--- config.mk ---
export PLATFORM = sky130hd
export DESIGN_NAME = rom_weight_loader
export DESIGN_NICKNAME = d
export VERILOG_FILES = /design/src/rtl/rom_weight_loader.sv
export SDC_FILE = /design/constraint.sdc
export NUM_CORES = 1
export LEC_CHECK = 0
export CAP_MARGIN = 20
export CORE_MARGIN = 2
export CORE_UTILIZATION = 42
export DETAILED_ROUTE_END_ITERATION = 10
export PLACE_DENSITY_LB_ADDON = 0.3
export REMOVE_ABC_BUFFERS = 1
export SLEW_MARGIN = 5
export SYNTH_ARGS = -nofsm -noshare
export SYNTH_HDL_FRONTEND = slang
export SYNTH_SLANG_ARGS = --single-unit
--- constraint.sdc ---
create_clock -name clk -period 2 [get_ports clk]
set_input_delay 0.2 -clock clk [delete_from_list [all_inputs] [get_ports clk]]
set_output_delay 0.2 -clock clk [all_outputs]
set_load 0.05 [all_outputs]
--- src/rtl/rom_weight_loader.sv ---
// Copies NUM_UNITS consecutive words from an external synchronous ROM into the unit
// data registers, then pulses net_start_o. Optional checksum port: ROM_WEIGHT_LOADER_CHECKSUM_EN.
`timescale 1ns/1ps
module rom_weight_loader #(
  parameter int DATA_W    = 32,
  parameter int NUM_UNITS = 4,
  parameter int UNIT_AW   = 2,
  parameter int ROM_AW    = 10,
  parameter int ROM_LAT   = 1
) (
  input  logic               clk,
  input  logic               reset,
  input  logic               start_i,
  input  logic [ROM_AW-1:0]  load_base_i,
  output logic               rom_en_o,
  output logic [ROM_AW-1:0]  rom_addr_o,
  input  logic [DATA_W-1:0]  rom_data_i,
  output logic               wr_en_o,
  output logic [UNIT_AW-1:0] wr_addr_o,
  output logic [DATA_W-1:0]  wr_data_o,
  output logic               net_start_o,
  output logic               busy_o
`ifdef ROM_WEIGHT_LOADER_CHECKSUM_EN
  ,
  output logic [DATA_W-1:0]  checksum_o
`endif
);

  localparam int LAT_W = $clog2(ROM_LAT + 1);
  localparam logic [UNIT_AW-1:0] LAST_UNIT = UNIT_AW'(NUM_UNITS - 1);
  localparam logic [LAT_W-1:0]   LAT_INIT  = LAT_W'(ROM_LAT);

  typedef enum logic [2:0] {
    IDLE   = 3'd0,
    ISSUE  = 3'd1,
    WAIT   = 3'd2,
    WRITE  = 3'd3,
    FINISH = 3'd4
  } state_e;

  state_e             state_q, state_d;
  logic [UNIT_AW-1:0] unit_q, unit_d;
  logic [LAT_W-1:0]   lat_q, lat_d;
  logic               rom_en_q, rom_en_d;
  logic [ROM_AW-1:0]  rom_addr_q, rom_addr_d;
  logic               wr_en_q, wr_en_d;
  logic [UNIT_AW-1:0] wr_addr_q, wr_addr_d;
  logic [DATA_W-1:0]  wr_data_q, wr_data_d;
  logic               net_start_q, net_start_d;
  logic               busy_q, busy_d;
`ifdef ROM_WEIGHT_LOADER_CHECKSUM_EN
  logic [DATA_W-1:0]  checksum_q, checksum_d;
`endif

  // Strobes are derived from the next state so each one is a flop aligned with its state.
  always_comb begin
    state_d    = state_q;
    unit_d     = unit_q;
    lat_d      = lat_q;
    rom_addr_d = rom_addr_q;
    wr_addr_d  = wr_addr_q;
    wr_data_d  = wr_data_q;
`ifdef ROM_WEIGHT_LOADER_CHECKSUM_EN
    checksum_d = checksum_q;
`endif
    case (state_q)
      IDLE: begin
        if (start_i) begin
          rom_addr_d = load_base_i;
          unit_d     = {UNIT_AW{1'b0}};
`ifdef ROM_WEIGHT_LOADER_CHECKSUM_EN
          checksum_d = {DATA_W{1'b0}};
`endif
          state_d    = ISSUE;
        end else begin
          state_d = IDLE;
        end
      end
      ISSUE: begin
        lat_d   = LAT_INIT;
        state_d = WAIT;
      end
      WAIT: begin
        lat_d = lat_q - LAT_W'(1);
        if (lat_q == LAT_W'(1)) begin
          wr_data_d = rom_data_i;
          wr_addr_d = unit_q;
`ifdef ROM_WEIGHT_LOADER_CHECKSUM_EN
          checksum_d = checksum_q + rom_data_i;
`endif
          state_d   = WRITE;
        end else begin
          state_d = WAIT;
        end
      end
      WRITE: begin
        if (unit_q == LAST_UNIT) begin
          state_d = FINISH;
        end else begin
          unit_d     = unit_q + UNIT_AW'(1);
          rom_addr_d = rom_addr_q + ROM_AW'(1);
          state_d    = ISSUE;
        end
      end
      FINISH:  state_d = IDLE;
      default: state_d = IDLE;
    endcase
    rom_en_d    = (state_d == ISSUE);
    wr_en_d     = (state_d == WRITE);
    net_start_d = (state_d == FINISH);
    busy_d      = (state_d != IDLE);
  end

  // State and output registers with synchronous reset.
  always_ff @(posedge clk) begin
    if (reset) begin
      state_q     <= IDLE;
      unit_q      <= {UNIT_AW{1'b0}};
      lat_q       <= {LAT_W{1'b0}};
      rom_en_q    <= 1'b0;
      rom_addr_q  <= {ROM_AW{1'b0}};
      wr_en_q     <= 1'b0;
      wr_addr_q   <= {UNIT_AW{1'b0}};
      wr_data_q   <= {DATA_W{1'b0}};
      net_start_q <= 1'b0;
      busy_q      <= 1'b0;
`ifdef ROM_WEIGHT_LOADER_CHECKSUM_EN
      checksum_q  <= {DATA_W{1'b0}};
`endif
    end else begin
      state_q     <= state_d;
      unit_q      <= unit_d;
      lat_q       <= lat_d;
      rom_en_q    <= rom_en_d;
      rom_addr_q  <= rom_addr_d;
      wr_en_q     <= wr_en_d;
      wr_addr_q   <= wr_addr_d;
      wr_data_q   <= wr_data_d;
      net_start_q <= net_start_d;
      busy_q      <= busy_d;
`ifdef ROM_WEIGHT_LOADER_CHECKSUM_EN
      checksum_q  <= checksum_d;
`endif
    end
  end

  assign rom_en_o    = rom_en_q;
  assign rom_addr_o  = rom_addr_q;
  assign wr_en_o     = wr_en_q;
  assign wr_addr_o   = wr_addr_q;
  assign wr_data_o   = wr_data_q;
  assign net_start_o = net_start_q;
  assign busy_o      = busy_q;
`ifdef ROM_WEIGHT_LOADER_CHECKSUM_EN
  assign checksum_o  = checksum_q;
`endif

endmodule
# --- Yosys cells after proc, flatten, opt, wreduce, memory -nomap -nowiden ---
# Index checks and enable logic that the tools add are counted.
classes:
  n_div: 0
  eq_ne: 9
  mux: 11
  order_cmp: 0
  n_bitwise: 0
  n_reduce_logical: 6
  shift: 0
  mul: 0
  n_addsub: 3
op_table:
  columns: ["operator", "count"]
  rows:
  - ["10-bit two-way mux", 2]
  - ["10-bit case mux with 2 select lines", 1]
  - ["3-bit case mux with 4 select lines", 1]
  - ["10-bit by 1-bit adder with 10-bit output, second input constant", 1]
  - ["3-bit by 2-bit equality test with 1-bit output, second input constant", 3]
  - ["3-bit by 1-bit equality test with 1-bit output, second input constant", 2]
  - ["2-bit two-way mux", 2]
  - ["2-bit inequality test, second input constant", 2]
  - ["2-bit case mux with 2 select lines", 1]
  - ["2-bit nonzero test", 2]
  - ["3-bit equality test, second input constant", 1]
  - ["3-bit zero test", 1]
  - ["3-bit two-way mux", 1]
  - ["3-bit AND reduction", 1]
  - ["3-bit nonzero test", 1]
  - ["2-bit by 1-bit adder with 2-bit output, second input constant", 1]
  - ["2-bit equality test, second input constant", 1]
  - ["1-bit two-way mux", 2]
  - ["1-bit case mux with 2 select lines", 1]
  - ["2-bit AND reduction", 1]
  - ["1-bit subtractor, second input constant", 1]
word_totals:
  mem_bits_ro: 0
  ram_bits: 0
  reg_bits: 54
  inputBits: 45
  latchBits: 0
  wordCells: 39
  mem_count: 0
  output_inout_bits: 48

# --- Logic depth before layout (Yosys ltp) ---
# Gate-level depths: netlist (run 1).
depth:
  word_depth: 4
  mapped_depth: 7
  mapped_depth_nobuf: 6

# --- Worst setup path after synthesis (run 1) ---
# OpenSTA, ideal clock, no wires.
synth_path:
  kind: "register -> register"
  from: "reg rom_addr_q[0], in the netlist rom_addr_o[0]"
  to: "reg rom_addr_q[8], in the netlist rom_addr_o[8]"
  path_buffers: 0
  synth_period_minus_slack_ns: 1.877
  path_stages_with_launch: 6
  setup_ns: 0.092
  t_arrival_ns: 1.785
  path_slack_ns: 0.123
  required_time_ns: 1.908
  cell_sequence: "dfxtp_1 ha_1 and4_1 nand4_1 o31a_1 o32ai_1"
synth_between:
  elab_chain_cells: 3
synth_rtl:
  columns: ["element", "line_no", "text"]
  rows:
  - ["start, declared", "45", "logic [ROM_AW-1:0] rom_addr_q, rom_addr_d;"]
  - ["start signal, assigned", "121", "rom_addr_q <= {ROM_AW{1'b0}};"]
  - ["start signal, assigned", "135", "rom_addr_q <= rom_addr_d;"]
  - ["10-bit by 1-bit adder with 10-bit output", "101", "rom_addr_d = rom_addr_q + ROM_AW'(1);"]
  - ["10-bit two-way mux", "97", "if (unit_q == LAST_UNIT) begin"]
  - ["10-bit case mux with 2 select lines", "66", "case (state_q)"]
# Every way passes these cells. The select of a mux whose other input is x is not followed.
# A chain may end at the register's enable or synchronous reset.

# --- Final worst setup path (run 1) ---
layout_path:
  from: "reg rom_addr_q[0], in the netlist rom_addr_o[0]"
  to: "out rom_addr_o[0]"
layout_rtl:
  columns: ["element", "line_no", "text"]
  rows:
  - ["end, declared", "16", "output logic [ROM_AW-1:0] rom_addr_o,"]
# No word-level cell between the ends.

==> impl_metrics.py, run 1 <==
metrics = {
    "finish": {
        "n_fill_cell": 449,
        "finish.utilization": 0.649,
        "area_growth_pct": 50.5,
        "fin_nets": 401,
        "final_common_cell": "clkdlybuf4s50_1",
        "layout-drive-gt1-share": 0.0620,
        "final_cell_mix": "clkdlybuf4s50_1, nand2_1, dfxtp_1, a21oi_1, nor2_1",
        "seq_area_um2": 1080,
        "final_cells": 425,
        "antenna_cells": 0,
        "multi_input_area_um2": 1000,
    },
    "timing": {
        "tightest_slew_ns": 0.541,
        "timing.final.ws_setup_ns": 0.130,
        "hold_viol": 0,
        "setup_viol": 0,
        "maxSlewViolCount": 0,
        "max_freq_mhz": 535,
        "finalCritPeriodShare": 0.935,
        "slew_headroom": 0.638,
        "fin_crit_ns": 1.87,
        "grt_setup_unrepaired": "no",
        "skew_ns": 0.00397,
        "fin_setup_tns_ns": 0,
        "fin_hold_ws_ns": 0.446,
    },
    "die": {
        "dieArea_um2": 5810,
        "die_h_um": 76.2,
        "start_util": 0.431,
        "num_rows": 26,
        "die_x_um": 76.2,
        "fp.coreArea_um2": 5070,
        "pin_count": 93,
    },
    "drt": {
        "postRouteAntennaNets": 0,
        "dr.pass1.iters": 4,
        "drtIter0Drc": 92,
        "drc": 0,
        "wl_per_cell_um": 12.6,
        "via_per_inst": 4.94,
        "wl_mm": 5.37,
        "vias": 2098,
    },
    "critical_path": {
        "crit_family": "buffers and inverters",
        "crit_slowest_cell": "clkdlybuf4s50_1",
        "crit_arrival_ns": 1.67,
        "regToRegSetupSlack_ns": 0.28,
        "cp_max_fo": 7,
        "end_kind": "primary output",
        "r2r_start": "unit_q[0]",
        "path_buf_inv": 1,
        "crit_end": "rom_addr_o[0]",
        "critPathLaunch": "rom_addr_o[0]",
        "rr_endpoint": "rom_addr_o[1]",
        "cp.required_ns": 1.80,
        "ff2ff_path_depth": 6,
        "crit_chain": "clkdlybuf4s50_1",
        "slowest_delay_ns": 0.88,
        "cp-start-kind": "register",
        "worst-path-stages": 1,
        "path_class": "register to primary output",
    },
    "place": {
        "post-place-cells": 417,
        "place.port_buffers": 92,
        "gp_congestion": 0.880,
        "post-place-ws_ns": 0.204,
        "detailed_place_hpwl_mm": 3.82,
    },
    "global_routing": {
        "grt_usage": 0.180,
        "grt_overflow_total": 0,
        "grt_antenna_before_repair": 0,
        "first_global_vias": 1936,
        "grt_pass1_wl_mm": 8.76,
        "grt_max_degree": 30,
    },
    "clocking": {
        "clk_path_buf_depth": 2,
        "post-cts-setup-buffer-count": 0,
        "htree_levels": 2,
        "cts.sinks": 54,
        "cts.clk_slew.worst_paths_ns": 0.09,
        "post_cts_hold_buffer_count": 0,
        "cts_resized": 0,
        "worstSkewPairLatency_ns": 0.30,
        "cts_root_buffer": "clkbuf_8",
        "numCtsBuffers": 5,
        "cts_tree": "built",
    },
    "flow_run": {
        "drv_cap": 0,
    },
    "outcome": {
        "outcome": "finished, final reports clean",
    },
    "synthesis": {
        "syn_inst": 265,
        "synth_warnings": 0,
        "synth_cell_types": 44,
        "async_flop_share": 0,
        "synthFlopType": "dfxtp_1",
        "yosysSeqAreaShare": 0.494,
        "synthesis.area_um2": 2190,
        "syn_avg_cell_area_um2": 8.26,
        "synth-edff-count": 0,
        "yosys_register_bits": 54,
    },
    "hold_path": {
        "hold_path.class": "input port to register",
    },
    "power": {
        "p_leak_nw": 1.16,
        "max-vdd-ir-drop_uv": 410,
        "powerDensity_nw_per_um2": 750,
    },
}
==> power breakdown <==
part	leakage [nW]	switching (mW)	internal, mW
Clock	0.0524	0.324	0.375
Sequential	0.438	0.0644	1.13
Combinational	0.665	0.328	0.247
==> metal layers <==
layer | global-route usage | up-vias | wire length, um
met2 | 0.281 | 90 | 2330
met1 | 0.246 | 931 | 2570
met3 | 0.0509 | 4 | 436
li1 | - | 1073 | -
met5 | 0 | - | 0
met4 | 0.0455 | 0 | 35
==> registers in the layout (all words and copies together), names as in the netlist <==
register	cells
busy_o	1
unit_q	2
rom_en_o	1
net_start_o	1
state_q	3
wr_data_o	32
wr_en_o	1
wr_addr_o	2
rom_addr_o	10
lat_q	1
==> worst min-delay path, stage by stage <==
cell	delay [ns]
clkdlybuf4s50_1	0.39
nand2_1	0.06
a21oi_1	0.05
==> metrics by stage <==
| stage | power, mW | cell area (um2) |
|---|---|---|
| global placement | 1.79 | 3190 |
| detailed placement | 1.80 | 3190 |
| global route | 2.58 | 3300 |
| floorplan | 1.54 | 2100 |
| finish | 2.47 | 3300 |
| CTS | 2.50 | 3300 |
==> layout make-up <==
class / count / area share
Clock buffer: 7 / 0.0232
Inverter: 4 / 0.00456
Sequential cell: 54 / 0.328
Timing Repair Buffer: 100 / 0.305
Multi-Input combinational cell: 189 / 0.303
Tap cell: 70 / 0.0266
Clock inverter: 1 / 0.00911
==> synthesized netlist by cell type (2+ instances only) <==
master	number	area [um2]
dfxtp_1	54	1080
ha_1	2	25.0
and3b_1	2	17.5
inv_1	3	11.3
nand2b_1	2	12.5
and3_1	2	12.5
nand2_1	81	304
o21ai_0	5	25.0
mux2i_1	2	20.0
a311oi_2	2	30.0
buf_2	6	30.0
o32ai_1	2	17.5
nor3_1	3	15.0
nor2_1	8	30.0
nand3b_1	2	15.0
buf_6	2	22.5
nand4_1	2	12.5
nor2b_1	2	12.5
nand3_1	4	20.0
clkbuf_1	9	33.8
nor3b_1	2	15.0
a21oi_1	46	230
==> cell families (layout without fill, tap and decap cells) <==
kind of cell,after synthesis,count (layout),share of synthesized area
AND/OR/NAND/NOR,118,118,0.252
AO/OA/AOI/OAI,66,66,0.180
multiplexers,2,2,0.00914
buffers and inverters,22,112,0.0497
adder cells (fa/ha/maj),2,2,0.0114
XOR/XNOR,1,1,0.00400
flip-flops,54,54,0.494
==> worst min path at each step <==
stage	slack [ns]	cells past startpoint	end	from
3_3_place_gp	0.44	2	wr_data_o[31]	wr_data_o[31]
4_1_cts	0.44	3	wr_data_o[29]	rom_data_i[29]
2_1_floorplan	0.27	1	rom_addr_o[0]	reset
6_report	0.45	3	wr_data_o[10]	rom_data_i[10]
5_1_grt	0.45	3	wr_data_o[29]	rom_data_i[29]
3_5_place_dp	0.45	2	wr_data_o[24]	wr_data_o[24]
No activity file was read; power rests on OpenSTA's default activity.
==> run 2, diff against run 1 <==
SLEW_MARGIN = 0   (was 5)
==> results of run 2 <==
No change in the layout: final DEF, timing and power equal those of run 1.
